File: src/rtl/dmem_arbiter.sv
// dmem_arbiter: shares DataRAM between the CPU MEM stage (priority) and a burst DMA port with starvation guard
module dmem_arbiter #(
  parameter int MAX_WAIT = 8
) (
  input  logic        clk,
  input  logic        reset,
  input  logic        cpu_mem_read,
  input  logic        cpu_mem_write,
  input  logic [5:0]  cpu_addr,
  input  logic [31:0] cpu_wdata,
  output logic [31:0] cpu_rdata,
  output logic        cpu_stall,
  input  logic        dma_req,
  input  logic        dma_we,
  input  logic [5:0]  dma_addr,
  input  logic [5:0]  dma_len,
  input  logic [31:0] dma_wdata,
  output logic        dma_wready,
  output logic [31:0] dma_rdata,
  output logic        dma_rvalid,
  output logic        dma_done,
  output logic [5:0]  ram_a,
  output logic [31:0] ram_d,
  output logic        ram_we,
  input  logic [31:0] ram_spo
);
  typedef enum logic [1:0] {IDLE, BURST, DONE} state_t;
  state_t state, state_nxt;
  logic [3:0] wait_cnt;
  logic [5:0] idx, addr_q, len_q;
  logic we_q, cpu_acc, at_max, go, last;
  assign cpu_acc = cpu_mem_read | cpu_mem_write;
  assign at_max = wait_cnt == 4'(MAX_WAIT);
  assign go = dma_req && (!cpu_acc || at_max);
  assign last = idx == len_q;
  assign cpu_rdata = ram_spo;
  always_ff @(posedge clk) begin
    if (!reset) begin
      state <= IDLE;
      wait_cnt <= 4'd0;
      idx <= 6'd0;
      dma_rdata <= 32'd0;
      dma_rvalid <= 1'b0;
      dma_done <= 1'b0;
    end else begin
      state <= state_nxt;
      dma_rvalid <= state == BURST && !we_q;
      dma_done <= state == BURST && last;
      if (state == BURST && !we_q) dma_rdata <= ram_spo;
      if (state == IDLE && go) begin
        addr_q <= dma_addr;
        len_q <= dma_len;
        we_q <= dma_we;
        idx <= 6'd0;
        wait_cnt <= 4'd0;
      end else if (state == IDLE) begin
        wait_cnt <= !dma_req ? 4'd0 : (cpu_acc && !at_max) ? wait_cnt + 4'd1 : wait_cnt;
      end else if (state == BURST) begin
        idx <= idx + 6'd1;
      end
    end
  end
  always_comb
    state_nxt = state == IDLE ? (go ? BURST : IDLE) : state == BURST ? (last ? DONE : BURST) : IDLE;
  // Outputs with side effects on the RAM or the pipeline are forced quiet while reset is held
  always_comb begin
    ram_a = state == BURST ? addr_q + idx : cpu_addr;
    ram_d = (state == BURST && we_q) ? dma_wdata : cpu_wdata;
    ram_we = reset && (state == IDLE ? cpu_mem_write && !(dma_req && at_max) : state == BURST && we_q);
    cpu_stall = reset && (state == IDLE ? cpu_acc && dma_req && at_max : cpu_acc);
    dma_wready = reset && state == BURST && we_q;
  end
endmodule

File: config.mk
export PLATFORM = sky130hd
export DESIGN_NAME = dmem_arbiter
export DESIGN_NICKNAME = d
export VERILOG_FILES = /design/src/rtl/dmem_arbiter.sv
export SDC_FILE = /design/constraint.sdc
export NUM_CORES = 1
export LEC_CHECK = 0
export ABC_AREA = 0
export CAP_MARGIN = 40
export CORE_UTILIZATION = 25
export DETAILED_ROUTE_END_ITERATION = 10
export GPL_ROUTABILITY_DRIVEN = 1
export HOLD_SLACK_MARGIN = 0.15
export PLACE_DENSITY_LB_ADDON = 0.25
export SYNTH_ARGS = -nofsm -noshare
export SYNTH_HDL_FRONTEND = slang
export SYNTH_SLANG_ARGS = --single-unit
File: constraint.sdc
create_clock -name clk -period 3 [get_ports clk]
set_clock_uncertainty 0.2 [all_clocks]
set_input_delay 0.6 -clock clk [delete_from_list [all_inputs] [get_ports clk]]
set_output_delay 0.6 -clock clk [all_outputs]
set_load 0.05 [all_outputs]
==> results of run 1 <==
cell families after synthesis:
kind of cell               Yosys count  synth area share (%)
and+or+nand+nor                    120                  16.3
DFF                                 59                  40.7
AOI/OAI and AO/OA                   56                  13.0
buffers and inverters               52                  10.5
muxes                               34                  11.8
xor gates and xnor gates            14                  4.03
adders and majority gates            9                  3.72
critical path, cell delays in order, from the launching register on:
cell and delay (ns):
sky130_fd_sc_hd__dfxtp_1 0.44, sky130_fd_sc_hd__ha_1 0.32, sky130_fd_sc_hd__nor2b_2 0.17, sky130_fd_sc_hd__o21a_1 0.19, sky130_fd_sc_hd__o21a_1 0.18, sky130_fd_sc_hd__o31ai_2 0.23, sky130_fd_sc_hd__clkbuf_16 0.22
registers in the layout (all words and copies together), names as in the netlist:
| signal | flops |
|---|---|
| dma_rdata | 32 |
| addr_q | 6 |
| idx | 6 |
| len_q | 6 |
| wait_cnt | 4 |
| state | 2 |
| dma_done | 1 |
| dma_rvalid | 1 |
| we_q | 1 |
placed cells by master, fill, tap and decap left out, types with 4 or more instances in the layout:
cell,synthesis,routed
sky130_fd_sc_hd__clkdlybuf4s50_1,0,153
sky130_fd_sc_hd__nand2_1,77,77
sky130_fd_sc_hd__buf_4,36,72
sky130_fd_sc_hd__dfxtp_1,46,44
sky130_fd_sc_hd__a21boi_1,30,30
sky130_fd_sc_hd__mux2_1,29,29
sky130_fd_sc_hd__nor2_1,14,13
sky130_fd_sc_hd__edfxtp_1,13,13
sky130_fd_sc_hd__clkbuf_16,0,10
sky130_fd_sc_hd__buf_12,0,10
sky130_fd_sc_hd__xor2_1,7,7
sky130_fd_sc_hd__ha_1,8,7
sky130_fd_sc_hd__and3_1,6,6
sky130_fd_sc_hd__xnor2_1,6,6
sky130_fd_sc_hd__inv_1,5,5
sky130_fd_sc_hd__a21boi_0,4,4
how the worst max path moves through the flow:
stage / cells past startpoint / end / from
floorplan: 4 / ram_a[1] / idx[0]
global placement: 4 / dma_wready / reset
detailed placement: 8 / ram_a[4] / idx[0]
CTS: 8 / ram_a[4] / idx[0]
global route: 6 / ram_a[4] / idx[2]
finish: 6 / ram_a[4] / idx[2]
layout make-up:
class	count	area (um^2)	share of cell area, %
Inverter	5	18.8	0.325
Timing Repair Buffer	236	2300	39.7
Clock inverter	6	104	1.80
Tap cell	172	215	3.72
Multi-Input combinational cell	233	1600	27.7
Sequential cell	59	1320	22.8
Clock buffer	10	229	3.96
layer usage:
| layer | global-route usage, % | up-vias | share of wire, % |
|---|---|---|---|
| met5 | 0 | - | 0 |
| met3 | 3.77 | 19 | 5.5 |
| met2 | 27.2 | 102 | 52 |
| met1 | 16.6 | 1406 | 41 |
| met4 | 6.32 | 0 | 2.2 |
| li1 | - | 1543 | - |
repair_timing:
action	4_1_cts	5_1_grt
endpoints found under the hold margin	0	0
pin swaps	0	2
resized for setup	1	7
setup endpoints to repair	1	1
through the flow:
step / hold WS, ns / total power [mW] / area [um^2] / util (%)
floorplan: 0.249 / 1.26 / 3230 / -
global placement: 0.239 / 1.56 / 5420 / 43.0
detailed placement: 0.244 / 1.57 / 5420 / 43.0
CTS: 0.251 / 2.74 / 5760 / 45.6
global route: 0.267 / 2.81 / 5780 / 45.8
finish: 0.248 / 2.70 / 5780 / 45.8
power breakdown:
| group | internal (mW) | switching [mW] | total (mW) | leakage, nW |
|---|---|---|---|---|
| Combinational | 0.316 | 0.386 | 0.702 | 1.61 |
| Sequential | 0.831 | 0.0123 | 0.844 | 0.491 |
| Clock | 0.804 | 0.347 | 1.15 | 0.164 |
| Total | 1.95 | 0.745 | 2.70 | 2.27 |
==> run metrics, run 1 <==
total via count in the routed design 3070; CTS H-Tree Depth 3; global route overflow 0; maximum ir drop on the vdd rail 287 uV; insertion delay to the later sink of the worst-skew pair 0.32 ns; R2R Path Start wait_cnt[0]; Port-buffer cells 226; routed vias/inst between 4 and 5; number of max-capacitance violations reported 0; share of post-route cells with drive strength above 1 20.8%; clock tree from TritonCTS done; register-to-register path setup slack ~1.1 ns; number of hold buffers added after CTS 0; startpoint class of the critical path register; final worst path period need 2.87 ns; register clock-pin slew on the reported worst setup and hold paths approximately 0.050 ns; number of fillers in the final layout 1261; first-pass GRT wire length 15.2 mm; global placement routability congestion 0.725; worst max-slew margin expressed relative to the limit 62.7%; data arrival at the endpoint of the critical path 2.07 ns; Net count, final 673; Top-Level Pins around 230; Die X-Extent 116 um; setup tns final 0 ns; nets in the synthesized netlist 473; portion of the post-synthesis area used by sequential elements 40.7%; vias in the first global route between 3000 and 4000; Synth Flop Type sky130_fd_sc_hd__dfxtp_1; worst path setup slack after routing 0.129 ns; count of warnings emitted by yosys 0; worst hold path cell count 2; final worst path period share 95.7%; synthesis-to-layout area growth 79.2%; synthesis-stage register bit count between 50 and 60; mapped cell area 3230 um^2; router iterations before antenna repair 4; average size of a mapped cell 9.38 um^2; number of placed instances with taps included 705; critical path endpoint category output pin; Sink Count 59; Hold Path Sink dma_rdata[7]; Tot GR Track Use 15.0%; post-detailed-route DRC marker count 0; dpl ws 0.330 ns; antenna violation net count after detailed routing 0; number of enable flip-flop cells after synthesis 13; final count of negative-setup-slack endpoints 0; hold_sp dma_rdata[7]; Synth top cells by count sky130_fd_sc_hd__nand2_1 (77), sky130_fd_sc_hd__dfxtp_1 (46), sky130_fd_sc_hd__buf_4 (36); library cell occupying the most area in the post-synthesis netlist sky130_fd_sc_hd__dfxtp_1; core outline area 12600 um^2; Gate Count Post-Synth 344; dpl hpwl approximately 7.9 mm; buffer cell driving the clock tree root sky130_fd_sc_hd__clkbuf_16; DRC marker count from the first detailed-route iteration 101; Layout Cells excl Fill 721; detailed-route wire length 9.76 mm; CP max FO 5; count of pins over their slew limit 0; post-CTS setup buffer count 0; kind of critical path reg -> out; post-synth cell types 48; Yosys top cell area share 28.5%; die height 116 um; antenna violations before repair 0; effective utilization at floorplan 25.6%; Power Density 467 nW/um^2; average routed wire per standard cell 13.5 um; pin slew with the least headroom to its limit 0.557 ns; maximum root-to-sink buffer count 2; die footprint 13400 um^2; Max Fclk 348 MHz; Synth async-reset ratio 0%; critical register-to-register path endpoint we_q; final hold viol count 0; type of the worst min-delay path reg -> reg; maximum number of pins on one net before global-route repair 34; status finished, final reports clean; number of buffers created by CTS 9; total number of placement rows 41; count of antenna diodes in the layout 0; unrepaired setup endpoints after global routing false; leading cell types by total area after synthesis sky130_fd_sc_hd__dfxtp_1 (29%), sky130_fd_sc_hd__edfxtp_1 (12%), sky130_fd_sc_hd__mux2_1 (10%); R2R cell count 6; cell leakage power 2.27 nW; data required time of the worst path between 2 and 2.5 ns; cell with the most instances after synthesis sky130_fd_sc_hd__nand2_1
No activity file was read; power rests on OpenSTA's default activity.
==> inputs of run 2 (changes only) <==
- CORE_UTILIZATION: 25 -> 35
==> run 2 against run 1 <==
The run now ends with DRC left. Highest routed layer unchanged. Cell count fell by 8.6%. Clock power down 41%. Clock-buffer cell count stayed put. Die area down 28%.
==> run metrics, run 2 (synthesis gave the netlist of run 1 again) <==
status finished with violations (was finished, final reports clean); violated checks DRC; average routed wire per standard cell 14.8 um (was 13.5 um); met1 demand-to-capacity share in global routing 23.7% (was 16.6%); pin slew with the least headroom to its limit 0.560 ns (was 0.557 ns); antenna violation net count after detailed routing 0 (unchanged); worst max-slew margin expressed relative to the limit 62.5% (was 62.7%); register containing the most flip-flops in the final layout dma_rdata (unchanged); Die X-Extent 98 um (was 116 um); maximum root-to-sink buffer count 2 (unchanged); count of pins over their slew limit 0 (unchanged); number of buffers created by CTS 9 (unchanged); insertion delay to the later sink of the worst-skew pair 0.33 ns (was 0.32 ns); data arrival at the endpoint of the critical path 2.11 ns (was 2.07 ns); type of the worst min-delay path reg -> reg (unchanged); Port-buffer cells 226 (unchanged); count of antenna diodes in the layout 0 (unchanged); startpoint class of the critical path register (unchanged); Tot GR Track Use 20.3% (was 15.0%); number of max-capacitance violations reported 0 (unchanged); maximum number of pins on one net before global-route repair 34 (unchanged); CP max FO 3 (was 5); total non-filler cell area in the finished layout 5570 um^2 (was 5780 um^2); critical path endpoint category output pin (unchanged); Power Density 401 nW/um^2 (was 467 nW/um^2); final worst path period share 97.1% (was 95.7%); total via count in the routed design 3106 (was 3070); Sink Count 59 (unchanged); first-pass GRT wire length 15.2 mm (about the same); Max Fclk 343 MHz (was 348 MHz); routed vias/inst 4.71 (was 4.26); buffer cell driving the clock tree root sky130_fd_sc_hd__clkbuf_8 (was sky130_fd_sc_hd__clkbuf_16); global route overflow 0 (unchanged); kind of critical path reg -> out (unchanged); synthesis-to-layout area growth 72.6% (was 79.2%); unrepaired setup endpoints after global routing true (was false); routing layer with the top usage in global route met2 (unchanged); area after detailed placement 5340 um^2 (was 5420 um^2); share of post-route cells with drive strength above 1 20.9% (was 20.8%); DRC marker count from the first detailed-route iteration 79 (was 101); Top-Level Pins 227 (unchanged); dpl hpwl 7.74 mm (was 7.91 mm); clock tree from TritonCTS done (unchanged); commonest non-fill, non-tap cell in the layout sky130_fd_sc_hd__clkdlybuf4s50_1 (unchanged); highest-count cells in the layout ignoring fill and taps sky130_fd_sc_hd__clkdlybuf4s50_1 (153), sky130_fd_sc_hd__nand2_1 (77), sky130_fd_sc_hd__buf_4 (74) (was sky130_fd_sc_hd__clkdlybuf4s50_1 (153), sky130_fd_sc_hd__nand2_1 (77), sky130_fd_sc_hd__buf_4 (72)); maximum ir drop on the vdd rail 270 uV (was 287 uV); detailed-route wire length 9.73 mm (was 9.76 mm); die footprint 9600 um^2 (was 13400 um^2); global placement routability congestion 0.782 (was 0.725); Pwr Total 2.23 mW (was 2.70 mW); cell leakage power 2.21 nW (was 2.27 nW); antenna violations before repair 0 (unchanged); final worst path period need 2.91 ns (was 2.87 ns); die height 98 um (was 116 um); post-detailed-route DRC marker count 19 (was 0); data required time of the worst path 2.20 ns (about the same); met2 capacity usage during global routing 36.2% (was 27.2%); CTS H-Tree Depth 3 (unchanged); number of hold buffers added after CTS 0 (unchanged); router iterations before antenna repair 7 (was 4); effective utilization at floorplan 36.6% (was 25.6%); Net count, final 675 (was 673); vias in the first global route 3050 (was 3078); flip-flop count of the largest register, all copies and words added 32 (unchanged); register clock-pin slew on the reported worst setup and hold paths 0.06 ns (was 0.05 ns); final count of negative-setup-slack endpoints 0 (unchanged); core outline area 8810 um^2 (was 12600 um^2); worst path setup slack after routing 0.0863 ns (was 0.129 ns); setup tns final 0 ns (unchanged); dpl ws 0.305 ns (was 0.330 ns); met3 track demand over resource in global routing 6.08% (was 3.77%); final hold viol count 0 (unchanged); total number of placement rows 34 (was 41)
run 2: cell types whose count changed in the layout (fill, tap and decap cells not counted), sizes merged:
| cell | before | now |
|---|---|---|
| bufinv | 3 | 1 |
| clkinvlp | 0 | 1 |
| buf | 82 | 84 |
| clkinv | 3 | 4 |
run 2: path summary, 6_finish.rpt:
path / cells past startpoint / start / slack (ns) / endpoint
max: 8 / addr_q[0] / 0.09 / ram_a[4]
min: 2 / dma_rdata[13] / 0.25 / dma_rdata[13]
max reg2reg: 6 / wait_cnt[0] / 1.08 / addr_q[4]
min reg2reg: 2 / dma_rdata[13] / 0.25 / dma_rdata[13]
run 2: what timing repair did:
item / in CTS / in global routing
cloned: 0 / 0
setup buffers: 0 / 2
gates resized for setup: 1 / 6
setup endpoints to repair: 1 / 2
pin swaps: 0 / 4
run 2: per-stage QoR:
step                hold WS [ns]  std cells  utilization [%]
CTS                        0.253        657             62.8
finish                     0.250        659             63.2
floorplan                  0.249        344                -
global route               0.273        659             63.2
global placement           0.239        641             60.7
detailed placement         0.244        641             60.7
run 2: per-layer routing:
layer | up-vias | wire [um]
met4 | 0 | 94
met3 | 9 | 657
met2 | 112 | 4960
met5 | - | 0
met1 | 1431 | 4020
li1 | 1554 | -
run 2: report_power, final:
group	total [mW]	switching (mW)	internal, mW	leakage [nW]
clock	0.681	0.305	0.376	0.0935
sequential	0.842	0.0120	0.830	0.491
combinational	0.707	0.389	0.318	1.63
run 2: area by class of cell:
| class | instances | area (um^2) |
|---|---|---|
| multi-input cells | 233 | 1600 |
| flip-flops and latches | 59 | 1320 |
| inverters | 5 | 18.8 |
| repair buffers | 238 | 2310 |
| clock buffers | 10 | 128 |
| fillers | 752 | 3240 |
| well taps | 108 | 135 |
| clock inverters | 6 | 56.3 |
run 2: critical path, stage by stage, from the launching register on:
cell	delay, ns
sky130_fd_sc_hd__edfxtp_1	0.41
sky130_fd_sc_hd__ha_4	0.18
sky130_fd_sc_hd__inv_1	0.08
sky130_fd_sc_hd__fa_2	0.23
sky130_fd_sc_hd__nor2b_2	0.04
sky130_fd_sc_hd__o21a_1	0.19
sky130_fd_sc_hd__o21a_1	0.17
sky130_fd_sc_hd__o31ai_2	0.24
sky130_fd_sc_hd__clkbuf_16	0.22
